===== src/rtl/quick_spi_master.sv =====
// SPI master: write phase, optional free-running turnaround gap, read phase; all four modes.
// Optional macro QUICK_SPI_LSB_FIRST_EN adds the lsb_first input for LSB-first transfers.
module quick_spi_master #(
  parameter int NUM_SLAVES = 2,
  parameter int DATA_WIDTH = 16,
  parameter int SEL_W      = 1,
  parameter int LEN_W      = 5
) (
  input  logic                  clk,
  input  logic                  reset_n,
  input  logic                  start,
  input  logic [SEL_W-1:0]      slave_sel,
  input  logic                  cpol,
  input  logic                  cpha,
  input  logic [7:0]            clk_div,
  input  logic [LEN_W-1:0]      tx_len,
  input  logic [LEN_W-1:0]      rx_len,
  input  logic [7:0]            gap,
  input  logic [DATA_WIDTH-1:0] tx_data,
`ifdef QUICK_SPI_LSB_FIRST_EN
  input  logic                  lsb_first,
`endif
  input  logic                  miso,
  output logic                  busy,
  output logic                  done,
  output logic [DATA_WIDTH-1:0] rx_data,
  output logic                  sclk,
  output logic                  mosi,
  output logic [NUM_SLAVES-1:0] ss_n
);

  // Handshake: start is accepted only in IDLE; busy rises on the accepting edge and
  // falls together with the single-cycle done pulse; a start while busy is dropped.
  typedef enum logic [2:0] {
    S_IDLE, S_SETUP, S_WRITE, S_GAP, S_READ, S_HOLD
  } state_t;

  localparam int CNT_W = (LEN_W > 8) ? LEN_W : 8;
  localparam logic [LEN_W-1:0] MAX_LEN = LEN_W'(DATA_WIDTH);

  state_t state_q, state_d;
  state_t after_setup, after_write, after_gap;

  logic [7:0]            hcnt_q, div_q, gap_q;
  logic                  half_q, cpol_q, cpha_q;
  logic [CNT_W-1:0]      cnt_q, seg_len;
  logic [LEN_W-1:0]      tx_q, rx_q, tx_c, rx_c;
  logic [DATA_WIDTH-1:0] tx_sh_q, rx_sh_q, tx_load, rx_result;
  logic [NUM_SLAVES-1:0] ss_dec;
  logic                  tick, in_bit, lead, trail;
`ifdef QUICK_SPI_LSB_FIRST_EN
  logic                  lsb_q;
  logic [DATA_WIDTH-1:0] rx_rev;
`endif

  assign tx_c   = (tx_len > MAX_LEN) ? MAX_LEN : tx_len;
  assign rx_c   = (rx_len > MAX_LEN) ? MAX_LEN : rx_len;
  assign tick   = (hcnt_q == div_q);
  assign in_bit = (state_q == S_WRITE) || (state_q == S_GAP) || (state_q == S_READ);

  assign after_gap   = (rx_q != '0) ? S_READ : S_HOLD;
  assign after_write = (gap_q != 8'd0 && rx_q != '0) ? S_GAP : after_gap;
  assign after_setup = (tx_q != '0) ? S_WRITE : after_write;

  // Transmit word pre-aligned so the first bit to send sits at the MSB.
  always_comb begin
    tx_load = tx_data << (DATA_WIDTH - int'(tx_c));
`ifdef QUICK_SPI_LSB_FIRST_EN
    if (lsb_first) begin
      for (int i = 0; i < DATA_WIDTH; i++) tx_load[DATA_WIDTH-1-i] = tx_data[i];
    end
`endif
  end

  always_comb begin
    rx_result = rx_sh_q;
`ifdef QUICK_SPI_LSB_FIRST_EN
    for (int i = 0; i < DATA_WIDTH; i++) rx_rev[DATA_WIDTH-1-i] = rx_sh_q[i];
    if (lsb_q) rx_result = rx_rev >> (DATA_WIDTH - int'(rx_q));
`endif
  end

  always_comb begin
    ss_dec = '1;
    for (int i = 0; i < NUM_SLAVES; i++) begin
      if (int'(slave_sel) == i) ss_dec[i] = 1'b0;
    end
  end

  always_ff @(posedge clk) begin
    if (!reset_n) state_q <= S_IDLE;
    else          state_q <= state_d;
  end

  always_comb begin
    state_d = state_q;
    case (state_q)
      S_IDLE:  if (start) state_d = S_SETUP;
      S_SETUP: if (tick) state_d = after_setup;
      S_WRITE: if (tick && half_q && cnt_q == CNT_W'(1)) state_d = after_write;
      S_GAP:   if (tick && half_q && cnt_q == CNT_W'(1)) state_d = after_gap;
      S_READ:  if (tick && half_q && cnt_q == CNT_W'(1)) state_d = S_HOLD;
      S_HOLD:  if (tick) state_d = S_IDLE;
      default: state_d = S_IDLE;
    endcase
  end

  // A leading edge starts every bit, whether it continues a phase or opens the next one.
  assign lead  = tick && (state_q == S_SETUP || (in_bit && half_q)) &&
                 (state_d == S_WRITE || state_d == S_GAP || state_d == S_READ);
  assign trail = tick && in_bit && !half_q;

  always_comb begin
    case (state_d)
      S_WRITE: seg_len = CNT_W'(tx_q);
      S_GAP:   seg_len = CNT_W'(gap_q);
      S_READ:  seg_len = CNT_W'(rx_q);
      default: seg_len = '0;
    endcase
  end

  always_ff @(posedge clk) begin
    if (!reset_n) begin
      hcnt_q  <= '0;
      half_q  <= 1'b0;
      cnt_q   <= '0;
      div_q   <= '0;
      gap_q   <= '0;
      tx_q    <= '0;
      rx_q    <= '0;
      cpol_q  <= 1'b0;
      cpha_q  <= 1'b0;
      tx_sh_q <= '0;
      rx_sh_q <= '0;
`ifdef QUICK_SPI_LSB_FIRST_EN
      lsb_q   <= 1'b0;
`endif
      busy    <= 1'b0;
      done    <= 1'b0;
      rx_data <= '0;
      sclk    <= 1'b0;
      mosi    <= 1'b0;
      ss_n    <= '1;
    end else begin
      done <= 1'b0;
      if (state_q == S_IDLE) begin
        sclk   <= cpol;
        mosi   <= 1'b0;
        hcnt_q <= '0;
        half_q <= 1'b0;
        if (start) begin
          cpol_q  <= cpol;
          cpha_q  <= cpha;
          div_q   <= clk_div;
          gap_q   <= gap;
          tx_q    <= tx_c;
          rx_q    <= rx_c;
`ifdef QUICK_SPI_LSB_FIRST_EN
          lsb_q   <= lsb_first;
`endif
          tx_sh_q <= cpha ? tx_load : (tx_load << 1);
          mosi    <= (!cpha && tx_c != '0) ? tx_load[DATA_WIDTH-1] : 1'b0;
          rx_sh_q <= '0;
          busy    <= 1'b1;
          ss_n    <= ss_dec;
        end
      end else begin
        hcnt_q <= tick ? 8'd0 : hcnt_q + 8'd1;
        if (lead) begin
          sclk   <= ~cpol_q;
          half_q <= 1'b0;
          cnt_q  <= (state_d == state_q) ? cnt_q - CNT_W'(1) : seg_len;
          if (state_d == S_WRITE) begin
            if (cpha_q) begin
              mosi    <= tx_sh_q[DATA_WIDTH-1];
              tx_sh_q <= tx_sh_q << 1;
            end
          end else begin
            mosi <= 1'b0;
          end
          if (state_d == S_READ && !cpha_q) rx_sh_q <= {rx_sh_q[DATA_WIDTH-2:0], miso};
        end
        if (trail) begin
          sclk   <= cpol_q;
          half_q <= 1'b1;
          if (state_q == S_WRITE && !cpha_q) begin
            mosi    <= (cnt_q != CNT_W'(1)) ? tx_sh_q[DATA_WIDTH-1] : 1'b0;
            tx_sh_q <= tx_sh_q << 1;
          end
          if (state_q == S_READ && cpha_q) rx_sh_q <= {rx_sh_q[DATA_WIDTH-2:0], miso};
        end
        if (state_q == S_HOLD && tick) begin
          done    <= 1'b1;
          busy    <= 1'b0;
          ss_n    <= '1;
          mosi    <= 1'b0;
          rx_data <= rx_result;
        end
      end
    end
  end

endmodule


===== config.mk =====
export PLATFORM = sky130hd
export DESIGN_NAME = quick_spi_master
export DESIGN_NICKNAME = d
export VERILOG_FILES = /design/src/rtl/quick_spi_master.sv
export SDC_FILE = /design/constraint.sdc
export NUM_CORES = 1
export LEC_CHECK = 0
export ABC_CLOCK_PERIOD_IN_PS = 3800
export CORE_ASPECT_RATIO = 0.8
export CORE_UTILIZATION = 56
export CTS_CLUSTER_SIZE = 25
export DETAILED_ROUTE_END_ITERATION = 12
export PLACE_DENSITY = 0.81
export SETUP_SLACK_MARGIN = 0.4
export SYNTH_ARGS = -nofsm -noshare
export SYNTH_HDL_FRONTEND = slang
export SYNTH_SLANG_ARGS = --single-unit

===== constraint.sdc =====
create_clock -name clk -period 3.8 [get_ports clk]
set_input_delay 0.57 -clock clk [delete_from_list [all_inputs] [get_ports clk]]
set_output_delay 0.57 -clock clk [all_outputs]
set_load 0.01 [all_outputs]

==> metrics.csv <==
metric;value;unit
status;completed;
GP Congestion;0.974;
CP endpoint kind;register;
routed len/inst;17.5;µm
Required @ worst endpoint;4.01;ns
GRT Max-Usage Layer;met2;
Starting Density;57.9;%
vias in the first global route;5194;
WP buf/inv;3;
# resized after CTS;0;
Residual DRC;0;
Clock Skew;0.00914;ns
DRT iter0 DRCs;797;
crit-path leading delay family;multiplexers;
Peak supply drop;0.332;mV
Final Slew Violations;0;
CTS clk-pin slew, worst paths;0.08;ns
worst-path fanout max;13;
root buffer cell;clkbuf_16;
Post-synth top flop;dfxtp_1;
min Tclk post-route;3.19;ns
pwr/cell area;533;mW/mm²
slowest stage delay, CP;0.53;ns
Netlist cell types;64;
dominant cell by count in the synthesized netlist;nand2_1;
R2R Path Start;gap_q[0];
Post-synth ARST share;0;%
Tcrit/Tclk final;83.9;%
Detail Route Antenna Nets;0;
CP cell instances;clkdlybuf4s50_1, nor2b_2, inv_1, ha_1, buf_4, mux4_2, mux2i_1, mux4_2, o22ai_1, o21ai_0, a211oi_1;
layout cells sized above 1;9.31;%
Die Height;91.5;µm
CP Launch Type;primary input;
Fin Setup TNS;0;ns
clock latency on the worst-skew pair;0.35;ns
count of final setup violators;0;
Max Root-Sink Buffers;2;
met2 usage;45.4;%
Least-Margin Pin Slew;0.821;ns
GRT Overall Usage;30.7;%
# rows;32;
TritonRoute pass-1 iters;5;
Die W;114;µm
htree depth;3;
num ports;71;
Post-CTS Hold Buffers;0;
Worst Setup SP;tx_len[4];
vias per cell;6.37;
M3 GR Usage;8.74;%
RSZ-0062 raised after global routing;false;
top post-synthesis cells by area;dfxtp_1, nand2_1, a21oi_1, mux4_2, mux2i_1;
mapped cell area;0.00561;mm²
PortBufs;70;
Hold Startpoint;rx_data[15];
Yosys warning count;0;
initial antenna violation count;0;
GR Overflow Total;0;
Final #Nets;790;
clk sinks;102;
worst min-delay path category;register to register;
post-synthesis net count;731;
CTS tree;done;
register area share after synthesis;36.4;%
grt met1 use;43.9;%
Total Power;3610;µW
final hold vios;0;
Total Wirelength;15400;µm
worst relative slew slack;45.3;%
EDFF count, synth;0;
top cell type's share of synthesized area;36.4;%
crit path kind;primary input to register;
post-CTS setup buffer count;0;
vias;5586;
register bit count reported by yosys;102;
P_leak;0.00243;µW
most used cell along the critical path;mux4_2;
core footprint;0.00969;mm²
first-pass GRT wire length;25600;µm
pin count of the biggest net entering global routing;34;
# Max-Cap Violations;0;
max frequency;0.314;GHz
Inserted Clock Buffers;9;
top cells by count, synth;nand2_1, dfxtp_1, a21oi_1;
largest area contributor in the netlist;dfxtp_1;
antenna cells;0;
Synth Instances;677;
Die ar.;0.0104;mm²
hpwl dp;11100;µm
final core utilization;69.8;%
Layout area overhead;20.7;%
critical path's slowest cell;mux4_2;
average size of a mapped cell;8.28;µm²
crit path DAT;3.40;ns
-- state kept, by name, indices dropped and copies added, names as in the netlist, 2 cells and up --
| register | cells |
|---|---|
| rx_data | 16 |
| rx_result | 16 |
| tx_sh_q | 16 |
| cnt_q | 8 |
| div_q | 8 |
| gap_q | 8 |
| hcnt_q | 8 |
| rx_q | 5 |
| tx_q | 5 |
| state_q | 3 |
| ss_n | 2 |
-- worst min-delay path: cells and delay by family (launching register included) --
kind / cells / cell delay, ns
AO/OA/AOI/OAI: 1 / 0.05
flip-flops: 1 / 0.31
AND/OR/NAND/NOR: 1 / 0.05
-- cell type report --
type / count / area (µm²)
clock buffer: 9 / 225
clock inverter: 7 / 87.6
fill: 777 / 2920
inverter: 17 / 63.8
multi-input combinational: 514 / 3310
sequential: 102 / 2040
tap: 136 / 170
timing repair buffer: 92 / 866
-- through the flow --
stage          worst slack, ns  hold slack, ns  cells  cell area [µm²]
2_1_floorplan            0.505           0.432    677             5610
3_3_place_gp             0.394           0.441    861             6450
3_5_place_dp             0.312           0.444    861             6450
4_1_cts                  0.667           0.455    877             6770
5_1_grt                  0.536           0.475    877             6770
6_report                 0.611           0.451    877             6770
-- where the power goes --
group | switching (µW) | leakage, µW | total [µW] | internal, µW
logic | 849 | 0.00146 | 1360 | 512
clock network | 458 | 0.000148 | 930 | 472
registers | 129 | 0.000828 | 1320 | 1190
-- layer usage --
layer  vias to the layer above  wire length [µm]
met5                         -                 0
met4                         0               234
met3                        33              1790
met2                       316              6700
met1                      2623              6660
li1                       2614                 -
-- layout by cell type, fill, tap and decap left out, drive strengths merged, types with 3 or more instances in the layout --
| cell type | synthesis | routed |
|---|---|---|
| nand2 | 115 | 115 |
| dfxtp | 102 | 102 |
| clkdlybuf4s50 | 0 | 70 |
| a21oi | 70 | 70 |
| nor2 | 38 | 38 |
| nand3 | 33 | 33 |
| mux2i | 26 | 26 |
| buf | 13 | 22 |
| nor3 | 21 | 21 |
| o21ai | 20 | 20 |
| a22o | 19 | 19 |
| inv | 16 | 18 |
| mux4 | 15 | 15 |
| a211oi | 11 | 11 |
| xnor2 | 10 | 10 |
| a31oi | 10 | 10 |
| nand4 | 9 | 9 |
| o211ai | 9 | 9 |
| clkbuf | 31 | 9 |
| o22ai | 8 | 8 |
| nand3b | 6 | 6 |
| xor2 | 6 | 6 |
| nor4 | 6 | 6 |
| and3 | 5 | 5 |
| ha | 5 | 5 |
| nor2b | 5 | 5 |
| clkinv | 1 | 5 |
| o21a | 4 | 4 |
| o31ai | 4 | 4 |
| and2 | 4 | 4 |
| or4 | 4 | 4 |
| or2 | 4 | 4 |
| nand2b | 3 | 3 |
| o2111ai | 3 | 3 |
| a41oi | 3 | 3 |
| o221ai | 3 | 3 |
| o21bai | 3 | 3 |
| a311oi | 3 | 3 |
-- logic make-up (layout without fill, tap and decap cells) --
group / Yosys count / count (layout) / synth area share (%)
AND/OR/NAND/NOR: 260 / 260 / 21.5
flip-flops: 102 / 102 / 36.4
multiplexers: 43 / 43 / 11.1
XOR/XNOR: 16 / 16 / 2.50
AO/OA/AOI/OAI: 190 / 190 / 22.7
adder cells (fa/ha/maj): 5 / 5 / 1.12
buffers and inverters: 61 / 125 / 4.67
-- final timing paths --
check | end | slack [ns] | cells past startpoint
worst min-delay path | rx_data[15] | 0.45 | 2
worst min register to register | rx_data[15] | 0.45 | 2
worst max-delay path | tx_sh_q[14] | 0.61 | 11
worst max register to register | tx_sh_q[9] | 0.64 | 7
Power figures use the tool's default switching activity.
